[config.mk]
export PLATFORM = sky130hd
export DESIGN_NAME = decode_flat
export DESIGN_NICKNAME = d
export VERILOG_FILES = /design/src/rtl/decode_pkg.sv /design/src/rtl/decode_if.sv /design/src/rtl/decode_regfile.sv /design/src/rtl/decode.sv /design/src/flat_wrapper.sv
export SDC_FILE = /design/constraint.sdc
export NUM_CORES = 1
export LEC_CHECK = 0
export ABC_AREA = 0
export ABC_CLOCK_PERIOD_IN_PS = 16500
export CORE_ASPECT_RATIO = 2
export CORE_MARGIN = 8
export CORE_UTILIZATION = 30
export CTS_CLUSTER_SIZE = 28
export DETAILED_ROUTE_END_ITERATION = 8
export GPL_TIMING_DRIVEN = 0
export PLACE_DENSITY = 0.53
export SLEW_MARGIN = 20
export SYNTH_ARGS = -nofsm -noshare
export SYNTH_HDL_FRONTEND = slang
export SYNTH_SLANG_ARGS = --single-unit
[constraint.sdc]
create_clock -name aclk -period 16.5 [get_ports aclk]
set_input_delay 4.95 -clock aclk [delete_from_list [all_inputs] [get_ports aclk]]
set_output_delay 4.95 -clock aclk [all_outputs]
set_load 0.03 [all_outputs]
[src/rtl/decode_pkg.sv]
// core: shared decode types, RV32I opcode constants and the instruction decoder.
//   id_t     : {pc, ir} beat from fetch
//   ex_t     : decoded operation handed to execute
//   alu_op_t : ALU operation selector
//   dec()    : control/immediate decode of one id_t (operand values left 0)
package core;
    localparam int NREGS_DEF = 32;

    localparam logic [6:0] OP_LUI    = 7'b0110111;
    localparam logic [6:0] OP_AUIPC  = 7'b0010111;
    localparam logic [6:0] OP_JAL    = 7'b1101111;
    localparam logic [6:0] OP_JALR   = 7'b1100111;
    localparam logic [6:0] OP_BRANCH = 7'b1100011;
    localparam logic [6:0] OP_LOAD   = 7'b0000011;
    localparam logic [6:0] OP_STORE  = 7'b0100011;
    localparam logic [6:0] OP_IMM    = 7'b0010011;
    localparam logic [6:0] OP_REG    = 7'b0110011;
    localparam logic [6:0] OP_FENCE  = 7'b0001111;
    localparam logic [6:0] OP_SYSTEM = 7'b1110011;

    typedef enum logic [3:0] {
        ALU_ADD, ALU_SUB, ALU_SLL, ALU_SLT, ALU_SLTU, ALU_XOR,
        ALU_SRL, ALU_SRA, ALU_OR, ALU_AND, ALU_PASS
    } alu_op_t;

    typedef struct packed {
        logic [31:0] pc;
        logic [31:0] ir;
    } id_t;

    typedef struct packed {
        logic [31:0] pc;
        logic [31:0] rs1_val;
        logic [31:0] rs2_val;
        logic [4:0]  rd;
        logic [31:0] imm;
        logic [2:0]  funct3;
        alu_op_t     alu_op;
        logic        load;
        logic        store;
        logic        branch;
        logic        jump;
        logic        illegal;
    } ex_t;

    // rs2 is a real operand only for R, S and B formats
    function automatic logic uses_rs2(logic [31:0] ir);
        return ir[6:0] inside {OP_REG, OP_STORE, OP_BRANCH};
    endfunction

    function automatic alu_op_t alu_f3(logic [2:0] f3, logic alt);
        case (f3)
            3'b000:  return alt ? ALU_SUB : ALU_ADD;
            3'b001:  return ALU_SLL;
            3'b010:  return ALU_SLT;
            3'b011:  return ALU_SLTU;
            3'b100:  return ALU_XOR;
            3'b101:  return alt ? ALU_SRA : ALU_SRL;
            3'b110:  return ALU_OR;
            default: return ALU_AND;
        endcase
    endfunction

    function automatic ex_t dec(id_t id);
        ex_t e;
        logic [31:0] ir;
        ir = id.ir;
        e = '0;
        e.pc = id.pc;
        e.rd = ir[11:7];
        e.funct3 = ir[14:12];
        case (ir[6:0])
            OP_LUI:    begin e.imm = {ir[31:12], 12'b0}; e.alu_op = ALU_PASS; end
            OP_AUIPC:  e.imm = {ir[31:12], 12'b0};
            OP_JAL:    begin e.imm = {{11{ir[31]}}, ir[31], ir[19:12], ir[20], ir[30:21], 1'b0}; e.jump = 1'b1; end
            OP_JALR:   begin e.imm = {{20{ir[31]}}, ir[31:20]}; e.jump = 1'b1; end
            OP_BRANCH: begin
                e.imm = {{19{ir[31]}}, ir[31], ir[7], ir[30:25], ir[11:8], 1'b0};
                e.branch = 1'b1;
                e.alu_op = ALU_SUB;
                e.rd = '0;
            end
            OP_LOAD:   begin e.imm = {{20{ir[31]}}, ir[31:20]}; e.load = 1'b1; end
            OP_STORE:  begin e.imm = {{20{ir[31]}}, ir[31:25], ir[11:7]}; e.store = 1'b1; e.rd = '0; end
            // ir[30] is immediate data for OP-IMM except on the shift-right encoding
            OP_IMM:    begin e.imm = {{20{ir[31]}}, ir[31:20]}; e.alu_op = alu_f3(ir[14:12], ir[14:12] == 3'b101 && ir[30]); end
            OP_REG:    e.alu_op = alu_f3(ir[14:12], ir[30]);
            OP_FENCE, OP_SYSTEM: e.imm = {{20{ir[31]}}, ir[31:20]};
            default:   begin e.illegal = 1'b1; e.rd = '0; e.funct3 = '0; end
        endcase
        return e;
    endfunction
endpackage

[src/rtl/decode_if.sv]
// axis: valid/ready stream carrying aclk/aresetn alongside the beat.
//   aclk, aresetn : shared clock and synchronous active-low reset
//   tvalid/tready : handshake, tdata : W-bit payload
//   master drives tvalid/tdata, slave drives tready
interface axis #(parameter int W = 32) (input logic aclk, input logic aresetn);
    logic         tvalid;
    logic         tready;
    logic [W-1:0] tdata;
    modport master (input aclk, aresetn, tready, output tvalid, tdata);
    modport slave  (input aclk, aresetn, tvalid, tdata, output tready);
endinterface

[src/rtl/decode_regfile.sv]
// regfile: NREGS x 32 register file, x0 reads as zero and ignores writes.
//   clk_i            : clock
//   we_i/wa_i/wd_i   : synchronous write port
//   ra1_i/rd1_o      : asynchronous read port 1
//   ra2_i/rd2_o      : asynchronous read port 2
module regfile import core::*; #(
    parameter int NREGS = NREGS_DEF
) (
    input  logic        clk_i,
    input  logic        we_i,
    input  logic [4:0]  wa_i,
    input  logic [31:0] wd_i,
    input  logic [4:0]  ra1_i,
    input  logic [4:0]  ra2_i,
    output logic [31:0] rd1_o,
    output logic [31:0] rd2_o
);
    logic [31:0] mem_q [NREGS];

    always_ff @(posedge clk_i)
        if (we_i && |wa_i) mem_q[wa_i] <= wd_i;

    assign rd1_o = |ra1_i ? mem_q[ra1_i] : '0;
    assign rd2_o = |ra2_i ? mem_q[ra2_i] : '0;
endmodule

[src/rtl/decode.sv]
// decode: single register stage turning fetch beats into execute operations.
//   source  : axis slave, id_t beats from fetch (also supplies aclk/aresetn)
//   sink    : axis master, ex_t beats to execute
//   branch  : execute redirect, kills the stage
//   ex_load, ex_rd        : load-use hazard detection against execute
//   wb_en, wb_rd, wb_data : register file write port
//   bubble  : stall request to fetch
// Build option DECODE_BYPASS_EN: forward same-cycle writeback data instead of
// stalling one cycle on a writeback/read collision.
module decode import core::*; #(
    parameter int NREGS = NREGS_DEF
) (
    axis.slave          source,
    axis.master         sink,
    input  logic        branch,
    input  logic        ex_load,
    input  logic [4:0]  ex_rd,
    input  logic        wb_en,
    input  logic [4:0]  wb_rd,
    input  logic [31:0] wb_data,
    output logic        bubble
);
    id_t         id;
    ex_t         ex_d, data_q;
    logic        valid_q;
    logic [4:0]  rs1, rs2;
    logic [31:0] rd1, rd2;
    logic        r2, ld_hz, wb_hz, hazard, src_fire, fwd1, fwd2;

    assign id  = source.tdata;
    assign rs1 = id.ir[19:15];
    assign rs2 = id.ir[24:20];
    assign r2  = uses_rs2(id.ir);

    regfile #(.NREGS(NREGS)) u_rf (
        .clk_i (source.aclk),
        .we_i  (wb_en),
        .wa_i  (wb_rd),
        .wd_i  (wb_data),
        .ra1_i (rs1),
        .ra2_i (rs2),
        .rd1_o (rd1),
        .rd2_o (rd2)
    );

    assign ld_hz = ex_load && |ex_rd && (ex_rd == rs1 || (r2 && ex_rd == rs2));

`ifdef DECODE_BYPASS_EN
    assign fwd1  = wb_en && |wb_rd && wb_rd == rs1;
    assign fwd2  = wb_en && |wb_rd && wb_rd == rs2;
    assign wb_hz = 1'b0;
`else
    // register file is read-before-write: a colliding write costs one stall
    assign fwd1  = 1'b0;
    assign fwd2  = 1'b0;
    assign wb_hz = wb_en && |wb_rd && (wb_rd == rs1 || (r2 && wb_rd == rs2));
`endif

    always_comb begin
        ex_d = dec(id);
        ex_d.rs1_val = fwd1 ? wb_data : rd1;
        ex_d.rs2_val = fwd2 ? wb_data : rd2;
    end

    assign hazard        = source.tvalid && (ld_hz || wb_hz);
    assign bubble        = source.aresetn && hazard;
    assign source.tready = source.aresetn && sink.tready && !hazard && !branch;
    assign src_fire      = source.tvalid && source.tready;

    // branch outranks everything; an idle ready cycle (incl. a hazard) drains to a nop
    always_ff @(posedge source.aclk) begin
        if (!source.aresetn) valid_q <= 1'b0;
        else if (branch)     valid_q <= 1'b0;
        else if (src_fire)   valid_q <= 1'b1;
        else if (sink.tready) valid_q <= 1'b0;
        if (src_fire) data_q <= ex_d;
    end

    assign sink.tvalid = valid_q;
    assign sink.tdata  = data_q;
endmodule

[src/flat_wrapper.sv]
// flat-port wrapper written by rule: the top's interface ports become plain ports
module decode_flat import core::*;
#(
    parameter int NREGS = NREGS_DEF
)
  (branch, ex_load, ex_rd, wb_en, wb_rd, wb_data, bubble, aclk, aresetn, source_tvalid, source_tdata, source_tready, sink_tready, sink_tvalid, sink_tdata);
  axis #(.W($bits(id_t))) source_i (.aclk(aclk), .aresetn(aresetn));
  axis #(.W($bits(ex_t))) sink_i (.aclk(aclk), .aresetn(aresetn));
  input  logic branch;
  input  logic ex_load;
  input  logic [4:0] ex_rd;
  input  logic wb_en;
  input  logic [4:0] wb_rd;
  input  logic [31:0] wb_data;
  output logic bubble;
  input wire logic aclk;
  input wire logic aresetn;
  input wire logic [$bits(source_i.tvalid)-1:0] source_tvalid;
  input wire logic [$bits(source_i.tdata)-1:0] source_tdata;
  output wire logic [$bits(source_i.tready)-1:0] source_tready;
  input wire logic [$bits(sink_i.tready)-1:0] sink_tready;
  output wire logic [$bits(sink_i.tvalid)-1:0] sink_tvalid;
  output wire logic [$bits(sink_i.tdata)-1:0] sink_tdata;
  assign source_i.tvalid = source_tvalid;
  assign source_i.tdata = source_tdata;
  assign source_tready = source_i.tready;
  assign sink_i.tready = sink_tready;
  assign sink_tvalid = sink_i.tvalid;
  assign sink_tdata = sink_i.tdata;
  decode #(.NREGS(NREGS)) u_core (.source(source_i), .sink(sink_i), .branch(branch), .ex_load(ex_load), .ex_rd(ex_rd), .wb_en(wb_en), .wb_rd(wb_rd), .wb_data(wb_data), .bubble(bubble));
endmodule
# Word-level counts from Yosys, hierarchy flattened
# Memories as Yosys holds them, arrays and structs flattened. A register that Yosys moved wholly into a read port is not among the register bits.
# Index checks and enable logic that the tools add are counted.
[totals]
reg_bits = 82
latch_bits = 0
mem_bits_rw = 1024
rom_bits = 0
in_bits = 113
out_inout_bits = 148
word_cells = 84
mem_count = 1
[classes]
add_sub_neg = 0
mul = 0
n_div = 0
n_lt_le_gt_ge = 0
eq_ne = 21
shifts = 0
mux = 17
bitwise_logic = 1
reduce_logical = 33
[memory_table]
columns = ["memory", "depth", "word_bits", "read_ports", "rd_clocked_by_memory_dff", "wr", "line_no", "text"]
rows = [
  ["u_core.u_rf.mem_q", 32, 32, 2, 2, 1, "decode_regfile.sv:18", "logic [31:0] mem_q [NREGS];"],
]
[ops]
columns = ["op", "count"]
rows = [
  ["32-bit case mux with 5 select lines", 1],
  ["4-bit case mux with 7 select lines", 2],
  ["7-bit equality test (second input constant)", 4],
  ["5-bit OR reduction", 5],
  ["7-bit by 6-bit equality test with 1-bit output (second input constant)", 3],
  ["5-bit equality test", 4],
  ["4-bit case mux with 4 select lines", 1],
  ["7-bit by 5-bit equality test with 1-bit output (second input constant)", 2],
  ["1-bit logical AND", 13],
  ["1-bit two-way mux", 13],
  ["11-bit OR reduction", 1],
  ["3-bit equality test (second input constant)", 3],
  ["9-bit OR reduction", 1],
  ["7-bit by 2-bit equality test with 1-bit output (second input constant)", 1],
  ["7-bit by 4-bit equality test with 1-bit output (second input constant)", 1],
  ["3-bit by 2-bit equality test with 1-bit output (second input constant)", 2],
  ["2-bit OR reduction", 3],
  ["1-bit logical NOT", 4],
  ["3-bit by 1-bit equality test with 1-bit output (second input constant)", 1],
  ["3-bit logical NOT", 1],
  ["1-bit logical OR", 3],
  ["3-bit nonzero test", 1],
  ["2-bit nonzero test", 1],
  ["1-bit NOT", 1],
]

# Longest topological paths before layout
[depth]
word_depth = 12
ltp_mapped = 9
depth_no_buf = 5

# By module
# A second synthesis with hierarchy kept.
[unflattened]
hier_cells = 2884
area_unflattened_um2 = 53443.8
[by_module_without_submodules]
columns = ["mod", "instances", "cells_per_inst", "area_per_inst_um2", "seq_area_each_um2"]
rows = [
  ["regfile", 1, 2564, 47929.7, 30749.5],
  ["decode", 1, 320, 5514.0, 4374.2],
]

# Least setup slack after synthesis
# OpenSTA, ideal clock, no wires.
[synth_timing]
kind = "input to output"
startpoint = "input source_tdata[20]"
endpoint = "output bubble"
arrival_time_ns = 6.856
t_required_ns = 11.550
path_slack_ns = 4.694
cell_stages = 9
path_buffers = 4
cell_sequence = "buf_6 > buf_12 > buf_6 > buf_4 > xnor2_1 > nand4_1 > o22ai_1 > a32oi_1 > nor3b_1"
[synth_between]
elab_chain_cells = 7
word_cells_on_any_way = 11
classes_between = "eq/ne: 2; reduce/logical: 9"
[synth_lines]
columns = ["item", "line_no", "text"]
rows = [
  ["from (decl)", "flat_wrapper.sv:19", "input wire logic [$bits(source_i.tdata)-1:0] source_tdata;"],
  ["5-bit equality test, on equally long branches", "decode.sv:46, decode.sv:56", ""],
  ["1-bit logical AND, on equally long branches", "decode.sv:46, decode.sv:56", ""],
  ["1-bit logical OR, on equally long branches", "decode.sv:46, decode.sv:56", ""],
  ["1-bit logical AND, on equally long branches", "decode.sv:46, decode.sv:56", ""],
  ["1-bit logical OR (*)", "decode.sv:65", "assign hazard = source.tvalid && (ld_hz || wb_hz);"],
  ["1-bit logical AND (*)", "decode.sv:65", ""],
  ["1-bit logical AND (*)", "decode.sv:66", "assign bubble = source.aresetn && hazard;"],
  ["to (decl)", "flat_wrapper.sv:15", "output logic bubble;"],
]
# Every way passes the cells marked *; elsewhere a longest branch is shown, timed or not.

# Final worst setup path
[layout_timing]
startpoint = "input source_tdata[16]"
endpoint = "output bubble"
[layout_between]
elab_chain_cells = 6
word_cells_on_any_way = 9
classes_between = "eq/ne: 2; reduce/logical: 7"
[layout_lines]
columns = ["item", "line_no"]
rows = [
  ["5-bit equality test, on equally long branches", "decode.sv:46, decode.sv:56"],
  ["1-bit logical OR, on equally long branches", "decode.sv:46, decode.sv:56"],
  ["1-bit logical AND, on equally long branches", "decode.sv:46, decode.sv:56"],
  ["1-bit logical OR (*)", "decode.sv:65"],
  ["1-bit logical AND (*)", "decode.sv:65"],
  ["1-bit logical AND (*)", "decode.sv:66"],
]
# Marked as above.

==> run_results.csv <==
group,metric,value,unit
synthesis,synthArstFlopShare,0,
cts,clk_latency,0.72,ns
placed_design,hpwl,169,mm
hold_path,hp-start,"u_core.sink.tvalid$_SDFFE_PP0P_",
synthesis,postSynthAreaPerCell,19.4,sq um
cts,clk_pin_slew_worst_paths,0.06,ns
sta,whs,0.600,ns
sta,period_needed,13.46,ns
worst_setup_path,critPathSlowestCell,"clkdlybuf4s50_1",
layout,num-fill-cells,16245,
sta,hold_viol,0,
floorplanning,initial_core_util,0.302,
cts,clockBufferDepth,3,
worst_setup_path,reg2reg_depth,4,
hold_path,hold-path-cell-count,2,
worst_setup_path,critPathMaxFanout,10,
layout,synthToLayoutAreaGrowth,20.7,%
routing,wl_per_cell,40.0,um
layout,layout_common_cells,"edfxtp_1 (1169), mux4_2 (446), mux2i_1 (231)",
synthesis,ys_seq_area_frac,0.662,
synthesis,ys_warn_count,0,
floorplanning,die_w,313,um
synthesis,synthFlopType,"edfxtp_1",
sta,max_freq,74.3,MHz
worst_setup_path,rr_startpoint,"u_core.u_rf.mem_q[14][30]$_DFFE_PP_",
pwr,p_leak,20.9,nW
placed_design,portBuffers,252,
flow_run,max-cap-violations,0,
grt,antenna_found_initial,13,
synthesis,synthCells,2728,
floorplanning,dieArea,191000,sq um
synthesis,synth-edff-count,1169,
cts,clock-sinks,1170,
worst_setup_path,cp-end-kind,"output port",
sta,rsz0062_at_grt,"false",
sta,tightest_slew,1.32,ns
pwr,max-vdd-ir-drop,0.0885,mV
cts,clockRootBuffer,"clkbuf_16",
sta,slew_violations,0,
routing,via_count,32235,
grt,grt_max_degree,52,
hold_path,hold_class,"reg2reg",
worst_setup_path,arrival,8.51,ns
cts,cts_made_buffers,103,
synthesis,ys_ff_latch,1170,
cts,post_cts_buffers,0,
synthesis,mappedNetlistArea,53000,sq um
sta,fin_skew,0.0359,ns
routing,ant_nets,0,
cts,cts_tree,"built",
grt,grt_use_total,0.229,
routing,dr.pass1.iters,6,
grt,grt_pass1_wl,296,mm
layout,drive_above_1_share,0.310,
grt,grt-ovfl-total,0,
routing,drtIter0Drc,3657,
worst_setup_path,crit_path_start,"source_tdata[16]",
worst_setup_path,reg2reg_to,"u_core.sink.tdata[79]$_SDFFCE_PN0P_",
layout,final_common_cell,"edfxtp_1",
cts,hold_buffers,0,
sta,slew_headroom,0.114,
floorplanning,num_rows,218,
worst_setup_path,critical_path.max_stage_delay,0.76,ns
placed_design,gp_congestion,0.904,
run_status,outcome,"complete, no violations",
sta,timing.final.crit_share,0.816,
worst_setup_path,path_class,"in2out",
worst_setup_path,cp-start-kind,"primary input",
worst_setup_path,r2r_setup_slack,13.40,ns
sta,setup_viol,0,
routing,detail_route.vias_per_cell,5.72,
worst_setup_path,worstPathRequired,11.55,ns
worst_setup_path,crit_path_frequent_cell,"buf_2",
grt,grt_pass1_vias,33169,
routing,drc,0,
cts,h-tree-depth,3,
floorplanning,die_h,611,um
cts,cts_resized,0,
hold_path,hold_end,"u_core.sink.tvalid$_SDFFE_PP0P_",
routing,wirelength,226,mm
worst_setup_path,crit_chain,"clkdlybuf4s50_1, buf_2, buf_2, buf_2, xnor2_1, nand2_1, o22ai_1, a32oi_1, nor3b_1, clkdlybuf4s50_1",
floorplanning,io_pins,261,
pwr,power_density,104,nW/um^2
floorplanning,core,176000,sq um
synthesis,yosys.cell_types.count,57,
sta,setup_tns,0,ns
layout,num-nets-final,3349,
[through the flow]
step / power, mW / cell area [sq um] / utilization / cells / setup slack [ns]
2_1_floorplan: 3.74 / 53200 / - / 2759 / 4.69
3_3_place_gp: 4.10 / 58600 / 0.333 / 5321 / 3.07
3_5_place_dp: 4.12 / 60600 / 0.345 / 5441 / 3.10
4_1_cts: 6.68 / 64100 / 0.364 / 5629 / 3.08
5_1_grt: 6.78 / 64000 / 0.364 / 5631 / 2.96
6_report: 6.65 / 64000 / 0.364 / 5632 / 3.04
[Yosys cell counts, drive strengths merged (25+ instances only)]
cell type	n	area, sq um
edfxtp	1169	35100
mux4	446	10000
mux2i	231	2310
buf	110	633
mux2	98	1100
clkbuf	93	349
nand2	77	289
o22ai	59	369
nor2	51	191
a22oi	50	375
o21ai	39	195
or3	36	225
a21oi	35	175
a22o	26	228
nor3	25	130
[final cells by class]
type,count,area [sq um],area share
sequential,1170,35100,0.548
tap,2310,2890,0.0451
clock buffer,124,2720,0.0425
timing repair buffer,372,4190,0.0655
inverter,6,22.5,0.000352
multi-input combinational,1380,17200,0.269
antenna,3,7.51,0.000117
clock inverter,64,783,0.0122
buffer,203,1060,0.0165
[critical path: cells and delay by family]
kind	cells	cell delay (ns)
AO/OA/AOI/OAI	2	0.28
buffers and inverters	5	2.56
AND/OR/NAND/NOR	2	0.51
XOR/XNOR	1	0.17
[power breakdown]
part           leakage, nW  internal [mW]  switching, mW
clock                 1.72           1.44           1.15
sequential            10.5           3.32         0.0184
combinational         8.66          0.257          0.460
total                 20.9           5.02           1.63
[worst max-delay path by stage]
| stage | to | slack, ns |
|---|---|---|
| 5_1_grt | bubble | 2.96 |
| 6_report | bubble | 3.04 |
| 3_5_place_dp | bubble | 3.10 |
| 2_1_floorplan | bubble | 4.69 |
| 4_1_cts | bubble | 3.08 |
| 3_3_place_gp | bubble | 3.07 |
[cells by family (layout without fill, tap and decap cells)]
kind of cell / after synthesis / count (layout) / synth area share
buffers and inverters: 209 / 769 / 0.0189
XOR/XNOR: 20 / 20 / 0.00330
AND/OR/NAND/NOR: 264 / 264 / 0.0248
multiplexers: 775 / 775 / 0.254
flip-flops: 1170 / 1170 / 0.662
AO/OA/AOI/OAI: 289 / 289 / 0.0370
other: 1 / 35 / 0.0000707
[flip-flops by register name, summed over array words and instances (netlist names)]
register and flops:
u_core.sink.tdata 145, u_core.sink.tvalid 1, u_core.u_rf.mem_q 1024
[per-layer routing]
layer,GRT usage,share of wire
met1,0.219,0.30
met2,0.410,0.51
met3,0.0422,0.070
met4,0.210,0.12
met5,0,0.00038
Note: power is estimated with default switching activity, not from simulation.
